`config.mk`:
```
export PLATFORM = sky130hd
export DESIGN_NAME = frac_clk_div_flat
export DESIGN_NICKNAME = d
export VERILOG_FILES = /design/src/rtl/frac_clk_div_if.sv /design/src/rtl/frac_clk_div.sv /design/src/flat_wrapper.sv
export SDC_FILE = /design/constraint.sdc
export NUM_CORES = 1
export LEC_CHECK = 0
export ABC_AREA = 1
export CAP_MARGIN = 10
export CORE_ASPECT_RATIO = 1.2
export CORE_UTILIZATION = 38
export DETAILED_ROUTE_END_ITERATION = 8
export SYNTH_ARGS = -nofsm -noshare
export SYNTH_HDL_FRONTEND = slang
export SYNTH_SLANG_ARGS = --single-unit
```
`constraint.sdc`:
```
create_clock -name clk_in -period 12.8 [get_ports clk_in]
set_clock_uncertainty 0.15 [all_clocks]
set_input_delay 2.56 -clock clk_in [delete_from_list [all_inputs] [get_ports clk_in]]
set_output_delay 2.56 -clock clk_in [all_outputs]
set_load 0.02 [all_outputs]
```
`src/rtl/frac_clk_div_if.sv`:
```
// rtl/frac_clk_div_if.sv - configuration offer/response bundle for frac_clk_div
interface frac_clk_div_if #(
    parameter int CNT_W = 8,
    parameter int ACC_W = 8
) ();
    logic             cfg_valid;
    logic [CNT_W-1:0] cfg_int;
    logic [ACC_W-1:0] cfg_num;
    logic [ACC_W-1:0] cfg_den;
    logic             cfg_ready;
    logic             cfg_err;

    modport master (
        output cfg_valid, cfg_int, cfg_num, cfg_den,
        input  cfg_ready, cfg_err
    );

    modport slave (
        input  cfg_valid, cfg_int, cfg_num, cfg_den,
        output cfg_ready, cfg_err
    );
endinterface

```
`src/rtl/frac_clk_div.sv`:
```
// rtl/frac_clk_div.sv - fractional clock divider, periods of D or D+1 cycles averaging D + num/den
module frac_clk_div #(
    parameter int CNT_W   = 8,
    parameter int ACC_W   = 8,
    parameter int DEF_INT = 8,
    parameter int DEF_NUM = 7,
    parameter int DEF_DEN = 10
) (
    input  logic             clk_in,
    input  logic             rst,
    input  logic             en,
    frac_clk_div_if.slave    cfg,
    output logic             period_tick,
    output logic             clk_out
);
    typedef enum logic {ST_IDLE, ST_RUN} state_t;

    state_t           state_q, state_d;
    logic [CNT_W:0]   pcnt_q, pcnt_d;
    logic [CNT_W:0]   plen_q, plen_d;
    logic [ACC_W-1:0] acc_q, acc_d;
    logic [CNT_W-1:0] act_int_q, act_int_d, sh_int_q, sh_int_d;
    logic [ACC_W-1:0] act_num_q, act_num_d, sh_num_q, sh_num_d;
    logic [ACC_W-1:0] act_den_q, act_den_d, sh_den_q, sh_den_d;
    logic             pend_q, pend_d;
    logic             err_q, err_d;
    logic             clk_q, clk_d;

    logic             offer, legal, accept, boundary;
    logic [CNT_W-1:0] sel_int;
    logic [ACC_W-1:0] sel_num, sel_den, sel_acc;
    logic [ACC_W:0]   sum, diff;
    logic [CNT_W:0]   new_plen;
    logic [ACC_W-1:0] new_acc;

    assign offer    = cfg.cfg_valid && !pend_q;
    assign legal    = (cfg.cfg_int >= CNT_W'(2)) && (cfg.cfg_den != '0) && (cfg.cfg_num < cfg.cfg_den);
    assign accept   = offer && legal;
    assign boundary = (state_q == ST_RUN) && (pcnt_q == plen_q - 1'b1);

    // Configuration feeding the next period: an idle start may use a same-cycle offer,
    // a boundary with a pending shadow restarts the accumulator from zero.
    always_comb begin
        sel_int = act_int_q;
        sel_num = act_num_q;
        sel_den = act_den_q;
        sel_acc = acc_q;
        if (state_q == ST_IDLE) begin
            sel_acc = '0;
            if (accept) begin
                sel_int = cfg.cfg_int;
                sel_num = cfg.cfg_num;
                sel_den = cfg.cfg_den;
            end
        end else if (pend_q) begin
            sel_int = sh_int_q;
            sel_num = sh_num_q;
            sel_den = sh_den_q;
            sel_acc = '0;
        end
    end

    always_comb begin
        sum  = {1'b0, sel_acc} + {1'b0, sel_num};
        diff = sum - {1'b0, sel_den};
        if (sum >= {1'b0, sel_den}) begin
            new_plen = {1'b0, sel_int} + 1'b1;
            new_acc  = diff[ACC_W-1:0];
        end else begin
            new_plen = {1'b0, sel_int};
            new_acc  = sum[ACC_W-1:0];
        end
    end

    always_comb begin
        state_d   = state_q;
        pcnt_d    = pcnt_q;
        plen_d    = plen_q;
        acc_d     = acc_q;
        act_int_d = act_int_q;
        act_num_d = act_num_q;
        act_den_d = act_den_q;
        sh_int_d  = sh_int_q;
        sh_num_d  = sh_num_q;
        sh_den_d  = sh_den_q;
        pend_d    = pend_q;
        err_d     = offer && !legal;
        clk_d     = clk_q;

        if (state_q == ST_IDLE || !en) begin
            if (pend_q) begin
                act_int_d = sh_int_q;
                act_num_d = sh_num_q;
                act_den_d = sh_den_q;
                pend_d    = 1'b0;
            end
            if (accept) begin
                act_int_d = cfg.cfg_int;
                act_num_d = cfg.cfg_num;
                act_den_d = cfg.cfg_den;
            end
        end

        unique case (state_q)
            ST_IDLE: begin
                if (en) begin
                    state_d = ST_RUN;
                    pcnt_d  = '0;
                    plen_d  = new_plen;
                    acc_d   = new_acc;
                    clk_d   = 1'b1;
                end
            end
            ST_RUN: begin
                if (!en) begin
                    state_d = ST_IDLE;
                    pcnt_d  = '0;
                    acc_d   = '0;
                    clk_d   = 1'b0;
                end else begin
                    if (accept) begin
                        sh_int_d = cfg.cfg_int;
                        sh_num_d = cfg.cfg_num;
                        sh_den_d = cfg.cfg_den;
                        pend_d   = 1'b1;
                    end
                    if (boundary) begin
                        if (pend_q) begin
                            act_int_d = sh_int_q;
                            act_num_d = sh_num_q;
                            act_den_d = sh_den_q;
                            pend_d    = 1'b0;
                        end
                        pcnt_d = '0;
                        plen_d = new_plen;
                        acc_d  = new_acc;
                        clk_d  = 1'b1;
                    end else begin
                        // High phase is floor(P/2); the odd extra cycle lands in the low phase.
                        pcnt_d = pcnt_q + 1'b1;
                        clk_d  = (pcnt_q + 1'b1) < (plen_q >> 1);
                    end
                end
            end
            default: state_d = ST_IDLE;
        endcase
    end

    always_ff @(posedge clk_in) begin
        if (rst) begin
            state_q   <= ST_IDLE;
            pcnt_q    <= '0;
            plen_q    <= {1'b0, CNT_W'(DEF_INT)};
            acc_q     <= '0;
            act_int_q <= CNT_W'(DEF_INT);
            act_num_q <= ACC_W'(DEF_NUM);
            act_den_q <= ACC_W'(DEF_DEN);
            sh_int_q  <= '0;
            sh_num_q  <= '0;
            sh_den_q  <= '0;
            pend_q    <= 1'b0;
            err_q     <= 1'b0;
            clk_q     <= 1'b0;
        end else begin
            state_q   <= state_d;
            pcnt_q    <= pcnt_d;
            plen_q    <= plen_d;
            acc_q     <= acc_d;
            act_int_q <= act_int_d;
            act_num_q <= act_num_d;
            act_den_q <= act_den_d;
            sh_int_q  <= sh_int_d;
            sh_num_q  <= sh_num_d;
            sh_den_q  <= sh_den_d;
            pend_q    <= pend_d;
            err_q     <= err_d;
            clk_q     <= clk_d;
        end
    end

    assign period_tick   = boundary;
    assign clk_out       = clk_q;
    assign cfg.cfg_ready = !pend_q;
    assign cfg.cfg_err   = err_q;
endmodule

```
`src/flat_wrapper.sv`:
```
// flat-port wrapper written by rule: the top's interface ports become plain ports
module frac_clk_div_flat 
#(
    parameter int CNT_W   = 8,
    parameter int ACC_W   = 8,
    parameter int DEF_INT = 8,
    parameter int DEF_NUM = 7,
    parameter int DEF_DEN = 10
)
  (clk_in, rst, en, period_tick, clk_out, cfg_cfg_valid, cfg_cfg_int, cfg_cfg_num, cfg_cfg_den, cfg_cfg_ready, cfg_cfg_err);
  frac_clk_div_if #(.CNT_W(CNT_W), .ACC_W(ACC_W)) cfg_i ();
  input  logic clk_in;
  input  logic rst;
  input  logic en;
  output logic period_tick;
  output logic clk_out;
  input wire logic [$bits(cfg_i.cfg_valid)-1:0] cfg_cfg_valid;
  input wire logic [$bits(cfg_i.cfg_int)-1:0] cfg_cfg_int;
  input wire logic [$bits(cfg_i.cfg_num)-1:0] cfg_cfg_num;
  input wire logic [$bits(cfg_i.cfg_den)-1:0] cfg_cfg_den;
  output wire logic [$bits(cfg_i.cfg_ready)-1:0] cfg_cfg_ready;
  output wire logic [$bits(cfg_i.cfg_err)-1:0] cfg_cfg_err;
  assign cfg_i.cfg_valid = cfg_cfg_valid;
  assign cfg_i.cfg_int = cfg_cfg_int;
  assign cfg_i.cfg_num = cfg_cfg_num;
  assign cfg_i.cfg_den = cfg_cfg_den;
  assign cfg_cfg_ready = cfg_i.cfg_ready;
  assign cfg_cfg_err = cfg_i.cfg_err;
  frac_clk_div #(.CNT_W(CNT_W), .ACC_W(ACC_W), .DEF_INT(DEF_INT), .DEF_NUM(DEF_NUM), .DEF_DEN(DEF_DEN)) u_core (.clk_in(clk_in), .rst(rst), .en(en), .cfg(cfg_i), .period_tick(period_tick), .clk_out(clk_out));
endmodule
```
# Yosys cells after proc, flatten, opt, wreduce, memory -nomap -nowiden
# Cells that the tools add are included.
[op_classes]
add_sub_neg = 5
magnitude_cmp = 4
n_eq_ne = 5
n_mux = 54
bitwise = 1
reduce_logical = 14
[op_table]
columns = ["operator", "count"]
rows = [
  ["8-bit two-way mux", 33],
  ["9-bit two-way mux", 7],
  ["9-bit one-hot mux with 2 select lines", 2],
  ["8-bit one-hot mux with 2 select lines", 1],
  ["1-bit two-way mux", 10],
  ["8-bit by 1-bit adder with 9-bit output (second input constant)", 1],
  ["8-bit by 8-bit adder with 9-bit output", 1],
  ["9-bit by 1-bit adder with 9-bit output (second input constant)", 1],
  ["9-bit equality test", 1],
  ["9-bit by 8-bit >= comparator with 1-bit output", 1],
  ["9-bit by 8-bit less-than comparator with 1-bit output", 1],
  ["9-bit by 1-bit subtractor with 9-bit output (second input constant)", 1],
  ["8-bit by 2-bit >= comparator with 1-bit output (second input constant)", 1],
  ["8-bit less-than comparator", 1],
  ["8-bit nonzero test", 1],
  ["8-bit subtractor", 1],
  ["1-bit logical AND", 6],
  ["2-bit inequality test (second input constant)", 3],
  ["3-bit AND reduction", 2],
  ["1-bit logical NOT", 3],
  ["3-bit inequality test (second input constant)", 1],
  ["1-bit one-hot mux with 2 select lines", 1],
  ["2-bit AND reduction", 1],
  ["1-bit logical OR", 1],
  ["1-bit NOT", 1],
]
[word_totals]
reg_bits = 78
in_bits = 28
out_inout_bits = 4
elab_cells = 96

# Longest topological paths before layout
# Gate-level depths: netlist of run 1.
[logic_depth]
ltp_word = 12
ltp_mapped = 35
depth_no_buf = 34

# Worst setup path before layout of run 1
# No wires, ideal clock.
[synth_timing]
path_type = "input -> register"
startpoint = "in cfg_cfg_den[7]"
endpoint = "reg u_core.plen_q[4]"
setup_ps = 109
arrival_time_ps = 6662
required_ps = 12541
setup_slack_ps = 5879
stages = 34
n_path_buf = 1
path_cell_list = "inv_1 -> ha_1 -> nand2_1 -> inv_1 -> a21oi_1 -> nand2_1 -> nor2_2 -> nand3_2 -> clkinv_1 -> buf_2 -> o211ai_1 -> o21ai_0 -> inv_1 -> ha_1 -> fa_1 -> nand3_1 -> nand3_1 -> nand3_1 -> nand2_1 -> xor2_1 -> ha_1 -> nand2_1 -> inv_1 -> nand3_1 -> nor3_1 -> nor3_1 -> nand3_1 -> nand2_1 -> nor3_2 -> inv_1 -> nand2_1 -> nand3_1 -> nand2_1 -> inv_1"
[synth_between]
elab_chain_len = 12
word_cells_on_any_way = 19
cone_classes = "add/sub: 2; order compare: 2; mux: 11; reduce/logical: 4"
[synth_rtl]
columns = ["item", "line_no", "source"]
rows = [
  ["from (decl)", "flat_wrapper.sv:20", "input wire logic [$bits(cfg_i.cfg_den)-1:0] cfg_cfg_den;"],
  ["parallel branches: the longest is 8 deep, another holds 8-bit by 8-bit adder with 9-bit output", "--", ""],
  ["9-bit two-way mux *", "frac_clk_div.sv:66", "if (sum >= {1'b0, sel_den}) begin"],
  ["9-bit two-way mux", "frac_clk_div.sv:127", "if (boundary) begin"],
  ["9-bit two-way mux", "frac_clk_div.sv:115", "if (!en) begin"],
  ["9-bit one-hot mux with 2 select lines *", "frac_clk_div.sv:104", "unique case (state_q)"],
  ["to (signal assigned)", "frac_clk_div.sv:153", "plen_q <= {1'b0, CNT_W'(DEF_INT)};"],
  ["to (signal assigned)", "frac_clk_div.sv:167", "plen_q <= plen_d;"],
  ["to (decl)", "frac_clk_div.sv:20", "logic [CNT_W:0] plen_q, plen_d;"],
]
# Every way passes the cells marked *. The select of a mux whose other input is x is not followed.
# A chain may end at the register's enable or synchronous reset.

# Final worst setup path of run 1
# Ends and elaborated chain as after synthesis.

==> impl_metrics.tcl, run 1 <==
set metrics [dict create \
    netlist_instances 927 \
    chipHeight_um 139 \
    antenna_cells 0 \
    clk_transition_reported_paths_ps 60 \
    timing.hold.worst.class "reg2reg" \
    yosys.area.top_type_share_pct 26.3 \
    critical_path_class "in2reg" \
    vdd_drop_max_mv 0.0567 \
    ys_top_cells_by_area "sky130_fd_sc_hd__dfxtp_1 26%, sky130_fd_sc_hd__nand2_1 18%, sky130_fd_sc_hd__a21oi_1 7.9%, sky130_fd_sc_hd__ha_1 7.2%, sky130_fd_sc_hd__inv_1 6.5%" \
    dr.pass1.iters 5 \
    yosysMostFrequentCell "sky130_fd_sc_hd__nand2_1" \
    remaining_drc_errors 0 \
    core_um2 15100 \
    timing.critical_path.required_ps 12900 \
    worst_setup_path_end_kind "flop" \
    fmax_mhz 122 \
    globalplace.congestion 0.890 \
    timing.max_slew.rel_slack_pct 25.5 \
    post_cts_sizing 0 \
    ctsHtreeMaxLevel 3 \
    dp_hpwl_mm 11.3 \
    unrepaired_setup_endpoints_after_global_routing "false" \
    insertion_delay_ps 360 \
    grt_max_degree 56 \
    path_max_fanout 29 \
    report.power.total_mw 0.776 \
    finalMaxSlewViolations 0 \
    yosysWarningCount 0 \
    drive_gt1_share_pct 5.99 \
    start_util_pct 39.3 \
    largest_delay_share_family_worst_path "simple AND/OR/NAND/NOR gates" \
    antenna_found_initial 0 \
    die_w_um 116 \
    final_area_um2 6630 \
    route.final.wire_length_mm 16.5 \
    row_count 49 \
    cp_slowest_cell "sky130_fd_sc_hd__clkdlybuf4s50_1" \
    antenna_left 0 \
    postPlaceCellArea_um2 6330 \
    vias 5786 \
    finalHoldViolCount 0 \
    run_status "complete, no violations" \
    synth_common_cells "280 x sky130_fd_sc_hd__nand2_1, 103 x sky130_fd_sc_hd__inv_1, 94 x sky130_fd_sc_hd__a21oi_1" \
    clkSinkCount 78 \
    critPathMostFrequentCell "sky130_fd_sc_hd__nand2_1" \
    ys_dominant_reg_cell "sky130_fd_sc_hd__dfxtp_1" \
    clock_tree.root_cell "sky130_fd_sc_hd__clkbuf_16" \
    wl_per_cell_um 14.5 \
    timing.critical_path.slowest_cell_delay_ps 550 \
    yosys_register_bits 78 \
    numCtsBuffers 9 \
    mappedNetlistNets 991 \
    max_cap_violations 0 \
    synthArstFlopShare_pct 0 \
    ios 32 \
    area_enclosed_by_the_die_boundary_um2 16200 \
    tns_ps 0 \
    overflow 0 \
    clockBufferDepth 2 \
    grt_pass1_vias 5261 \
    clock_tree_from_tritoncts "built" \
    grt_pass1_wl_mm 26.9 \
    groute.usage.overall_pct 21.6 \
    final_net_count 994 \
    setup_viol 0 \
    crit_buf_inv 9 \
    netlist_area_um2 5950 \
    synth_cell_types 46 \
    synth_area_per_cell_um2 6.41 \
    pwr_density_cell_nw_per_um2 117 \
    synth_edf_count 0 \
    worst_setup_path_start_kind "primary input" \
    detail_route.iter0.violations 338 \
    final_cycle_share_pct 63.9 \
    worstMarginPinSlew_ps 1120 \
    share_of_synthesized_area_occupied_by_flip_flops_and_latches_pct 26.3 \
    cp.arrival_ps 8280 \
    synth_top_cell_by_area "sky130_fd_sc_hd__dfxtp_1" \
    cts_hold_repair.buffers 0 \
    syn2layout_area_growth_pct 11.5 \
    port_buffers 31 \
    detail_route.vias_per_cell 5.08 \
    timing.final.crit_period_ps 8180 \
    post_cts_buffers 0 \
    static-leakage-power_nw 3.07 \
]
## power breakdown
group,leakage (nW),switching (mW),internal [mW]
clock,0.150,0.111,0.157
sequential,0.638,0.0110,0.260
combinational,2.28,0.147,0.0898
## metrics by stage
stage	worst slack, ps	hold slack (ps)	std cells	util [%]
5_1_grt	4070	328	1139	43.8
4_1_cts	4660	312	1139	43.8
6_report	4620	310	1139	43.8
3_5_place_dp	4300	302	1123	41.8
2_1_floorplan	5880	289	927	-
3_3_place_gp	4420	299	1123	41.8
## final timing paths
kind | start | depth (start not counted) | endpoint | slack [ps]
max | cfg_cfg_den[7] | 35 | u_core.plen_q[4] | 4620
min | u_core.act_num_q[5] | 2 | u_core.act_num_q[5] | 310
max reg2reg | u_core.pend_q | 30 | u_core.plen_q[4] | 7230
min reg2reg | u_core.act_num_q[5] | 2 | u_core.act_num_q[5] | 310
## cell type report
| cell class | instances | area (um^2) |
|---|---|---|
| clock buffers | 11 | 243 |
| multi-input cells | 696 | 3750 |
| clock inverters | 5 | 57.6 |
| inverters | 107 | 402 |
| flip-flops and latches | 78 | 1560 |
| well taps | 204 | 255 |
| fillers | 1617 | 8510 |
| repair buffers | 38 | 358 |
## worst min-delay path: stages, from the launching register on
cell and delay, ps:
sky130_fd_sc_hd__dfxtp_1 310, sky130_fd_sc_hd__nand2_1 60, sky130_fd_sc_hd__a21oi_1 50
## placed cells by master, fill, tap and decap left out, drive strengths merged, types with 2 or more instances in the layout
| cell | instances |
|---|---|
| ha | 34 |
| dfxtp | 78 |
| fa | 2 |
| o211a | 3 |
| clkdlybuf4s50 | 30 |
| xnor2 | 9 |
| or2 | 4 |
| nand2 | 285 |
| a211oi | 10 |
| a21boi | 3 |
| xor2 | 24 |
| a31oi | 6 |
| nor2 | 58 |
| a21oi | 95 |
| nand3 | 48 |
| o21ai | 65 |
| inv | 107 |
| nand4 | 16 |
| nor3 | 8 |
| clkbuf | 11 |
| clkinv | 4 |
| o211ai | 19 |
| buf | 8 |
## flip-flops by register name, indices dropped and copies added, names as in the netlist
register	count
u_core.clk_out	1
u_core.sh_num_q	8
u_core.state_q	1
u_core.sh_den_q	8
u_core.acc_q	8
u_core.plen_q	9
u_core.act_den_q	8
u_core.cfg.cfg_err	1
u_core.act_int_q	8
u_core.pend_q	1
u_core.pcnt_q	9
u_core.act_num_q	8
u_core.sh_int_q	8
## routing by layer
| metal | wire length (um) | part of all wire [%] | up-vias | GRT usage, % |
|---|---|---|---|---|
| met5 | 0 | 0 | - | 0 |
| met4 | 363 | 2.2 | 0 | 8.50 |
| met3 | 715 | 4.3 | 26 | 3.63 |
| met2 | 7630 | 46 | 122 | 34.6 |
| met1 | 7820 | 47 | 2603 | 28.6 |
| li1 | - | - | 3035 | - |
## cell families (layout without fill, tap and decap cells)
| family | Yosys count | after routing | synth area share [%] |
|---|---|---|---|
| compound gates | 205 | 205 | 19.8 |
| simple gates | 422 | 422 | 30.5 |
| flops | 78 | 78 | 26.3 |
| fa+ha+maj | 36 | 36 | 7.83 |
| xor+xnor | 33 | 33 | 4.99 |
| buf+inv | 153 | 161 | 10.6 |
Note: power is estimated with default switching activity, not from simulation.
==> run 2: changes to the inputs <==
- clock period: 12.8 -> 7.3 ns (I/O delays scaled with it)
==> impl_metrics.tcl, run 2 (same netlist as run 1, synthesis figures left out) <==
set metrics [dict create \
    groute.usage.overall_pct 22.2 \
    critPathMostFrequentCell "sky130_fd_sc_hd__nand2_1" \
    dp_hpwl_mm 11.8 \
    cp_slowest_cell "sky130_fd_sc_hd__clkdlybuf4s50_1" \
    area_enclosed_by_the_die_boundary_um2 16200 \
    route.final.wire_length_mm 16.8 \
    start_util_pct 39.3 \
    wl_per_cell_um 14.7 \
    ctsHtreeMaxLevel 3 \
    run_status "complete, no violations" \
    tns_ps 0 \
    antenna_cells 0 \
    fill_cells 1643 \
    post_cts_buffers 0 \
    numCtsBuffers 9 \
    part_of_the_total_power_dissipated_in_sequential_elements_pct 35.2 \
    postPlaceCellArea_um2 6370 \
    antenna_left 0 \
    p_int_mw 0.883 \
    cts_hold_repair.buffers 0 \
    chipHeight_um 139 \
    report.power.total_mw 1.35 \
    die_w_um 116 \
    top_regs "u_core.pcnt_q x9, u_core.plen_q x9" \
    finalMaxSlewViolations 0 \
    path_max_fanout 14 \
    final_net_count 1000 \
    final_core_util_pct 44.0 \
    timing.critical_path.slowest_cell_delay_ps 510 \
    timing.max_slew.rel_slack_pct 26.9 \
    row_count 49 \
    core_um2 15100 \
    hold_path_startpoint "u_core.act_den_q[7]" \
    unrepaired_setup_endpoints_after_global_routing "false" \
    port_buffers 31 \
    finalHoldViolCount 0 \
    combinationalPowerShare_pct 31.4 \
    worst_setup_path_end_kind "flop" \
    worst_r2r_startpoint "u_core.state_q" \
    drive_gt1_share_pct 6.59 \
    ios 32 \
    grt_pass1_wl_mm 28.0 \
    syn2layout_area_growth_pct 12.1 \
    globalplace.congestion 0.898 \
    static-leakage-power_nw 3.08 \
    power_frac_clock_pct 33.4 \
    p_sw_mw 0.467 \
    max_cap_violations 0 \
    cp.arrival_ps 6530 \
    worst_setup_path_start_kind "primary input" \
    detail_route.iter0.violations 408 \
    critical_path_class "in2reg" \
    layout_common_cells "280 x sky130_fd_sc_hd__nand2_1, 103 x sky130_fd_sc_hd__inv_1, 94 x sky130_fd_sc_hd__a21oi_1" \
    grt_max_degree 55 \
    clock_tree_from_tritoncts "built" \
    dr.pass1.iters 5 \
    overflow 0 \
    worstMarginPinSlew_ps 1100 \
    final_area_um2 6670 \
    worst_slack_ps 873 \
    fmax_mhz 156 \
    clock_tree.root_cell "sky130_fd_sc_hd__clkbuf_16" \
    timing.hold.worst.class "reg2reg" \
    vias 5875 \
    timing.final.crit_period_ps 6430 \
    clockBufferDepth 2 \
    antenna_found_initial 0 \
    pwr_density_cell_nw_per_um2 203 \
    vdd_drop_max_mv 0.0962 \
    clk_transition_reported_paths_ps 60 \
    netSwitchingFraction_pct 34.6 \
    insertion_delay_ps 350 \
    setup.worst_path.start "cfg_cfg_den[7]" \
    post_cts_sizing 0 \
    setup_viol 0 \
    clkSinkCount 78 \
    pre_cts_ws_ps 530 \
    timing.critical_path.required_ps 7400 \
    remaining_drc_errors 0 \
    detail_route.vias_per_cell 5.13 \
    final_cycle_share_pct 88.0 \
    grt_pass1_vias 5610 \
    layout.cells.most_common "sky130_fd_sc_hd__nand2_1" \
]
run 2: cell types whose count changed in the layout (fill, tap and decap cells not counted):
cell and change:
sky130_fd_sc_hd__buf_4 +6, sky130_fd_sc_hd__clkinv_4 -1, sky130_fd_sc_hd__clkinvlp_4 +3, sky130_fd_sc_hd__inv_6 -1, sky130_fd_sc_hd__clkbuf_8 -1
run 2: cell type report:
class	instances	area (um^2)	area share [%]
Multi-Input combinational cell	696	3750	56.3
Sequential cell	78	1560	23.4
Timing Repair Buffer	44	403	6.04
Inverter	107	402	6.03
Tap cell	204	255	3.83
Clock buffer	10	229	3.44
Clock inverter	6	62.6	0.939
run 2: path summary, 6_finish.rpt:
check | slack (ps) | to | cells after the start
max | 870 | u_core.plen_q[4] | 33
min | 310 | u_core.act_den_q[7] | 2
max reg2reg | 2720 | u_core.plen_q[4] | 26
min reg2reg | 310 | u_core.act_den_q[7] | 2
run 2: power groups by stage:
stage	sequential, mW	clock, mW	combinational [mW]
6_report	0.475	0.451	0.425
3_3_place_gp	0.484	0	0.421
5_1_grt	0.479	0.479	0.485
2_1_floorplan	0.480	0	0.319
3_5_place_dp	0.484	0	0.422
4_1_cts	0.475	0.459	0.424
run 2: per-layer routing:
layer | global-route usage, % | wire (um)
met1 | 28.9 | 7850
met2 | 36.7 | 7890
met3 | 3.32 | 694
met4 | 7.76 | 352
met5 | 0 | 0
run 2: worst max-delay path, delay by kind of cell:
kind	cells	cell delay, ps
adders and majority gates	3	1070
xor gates and xnor gates	1	160
and+or+nand+nor	19	2090
AOI/OAI and AO/OA	2	200
buffers and inverters	8	1510
run 2: through the flow:
stage,hold slack [ps],instances
after floorplan,289,927
after global placement,302,1129
after detailed placement,300,1129
after CTS,310,1145
after global routing,330,1145
final,309,1145
==> run 3: changes to the inputs <==
- CTS_CLUSTER_DIAMETER: default -> 80
==> results of run 3 <==
Final layout, timing and power as in run 2 (identical DEF).
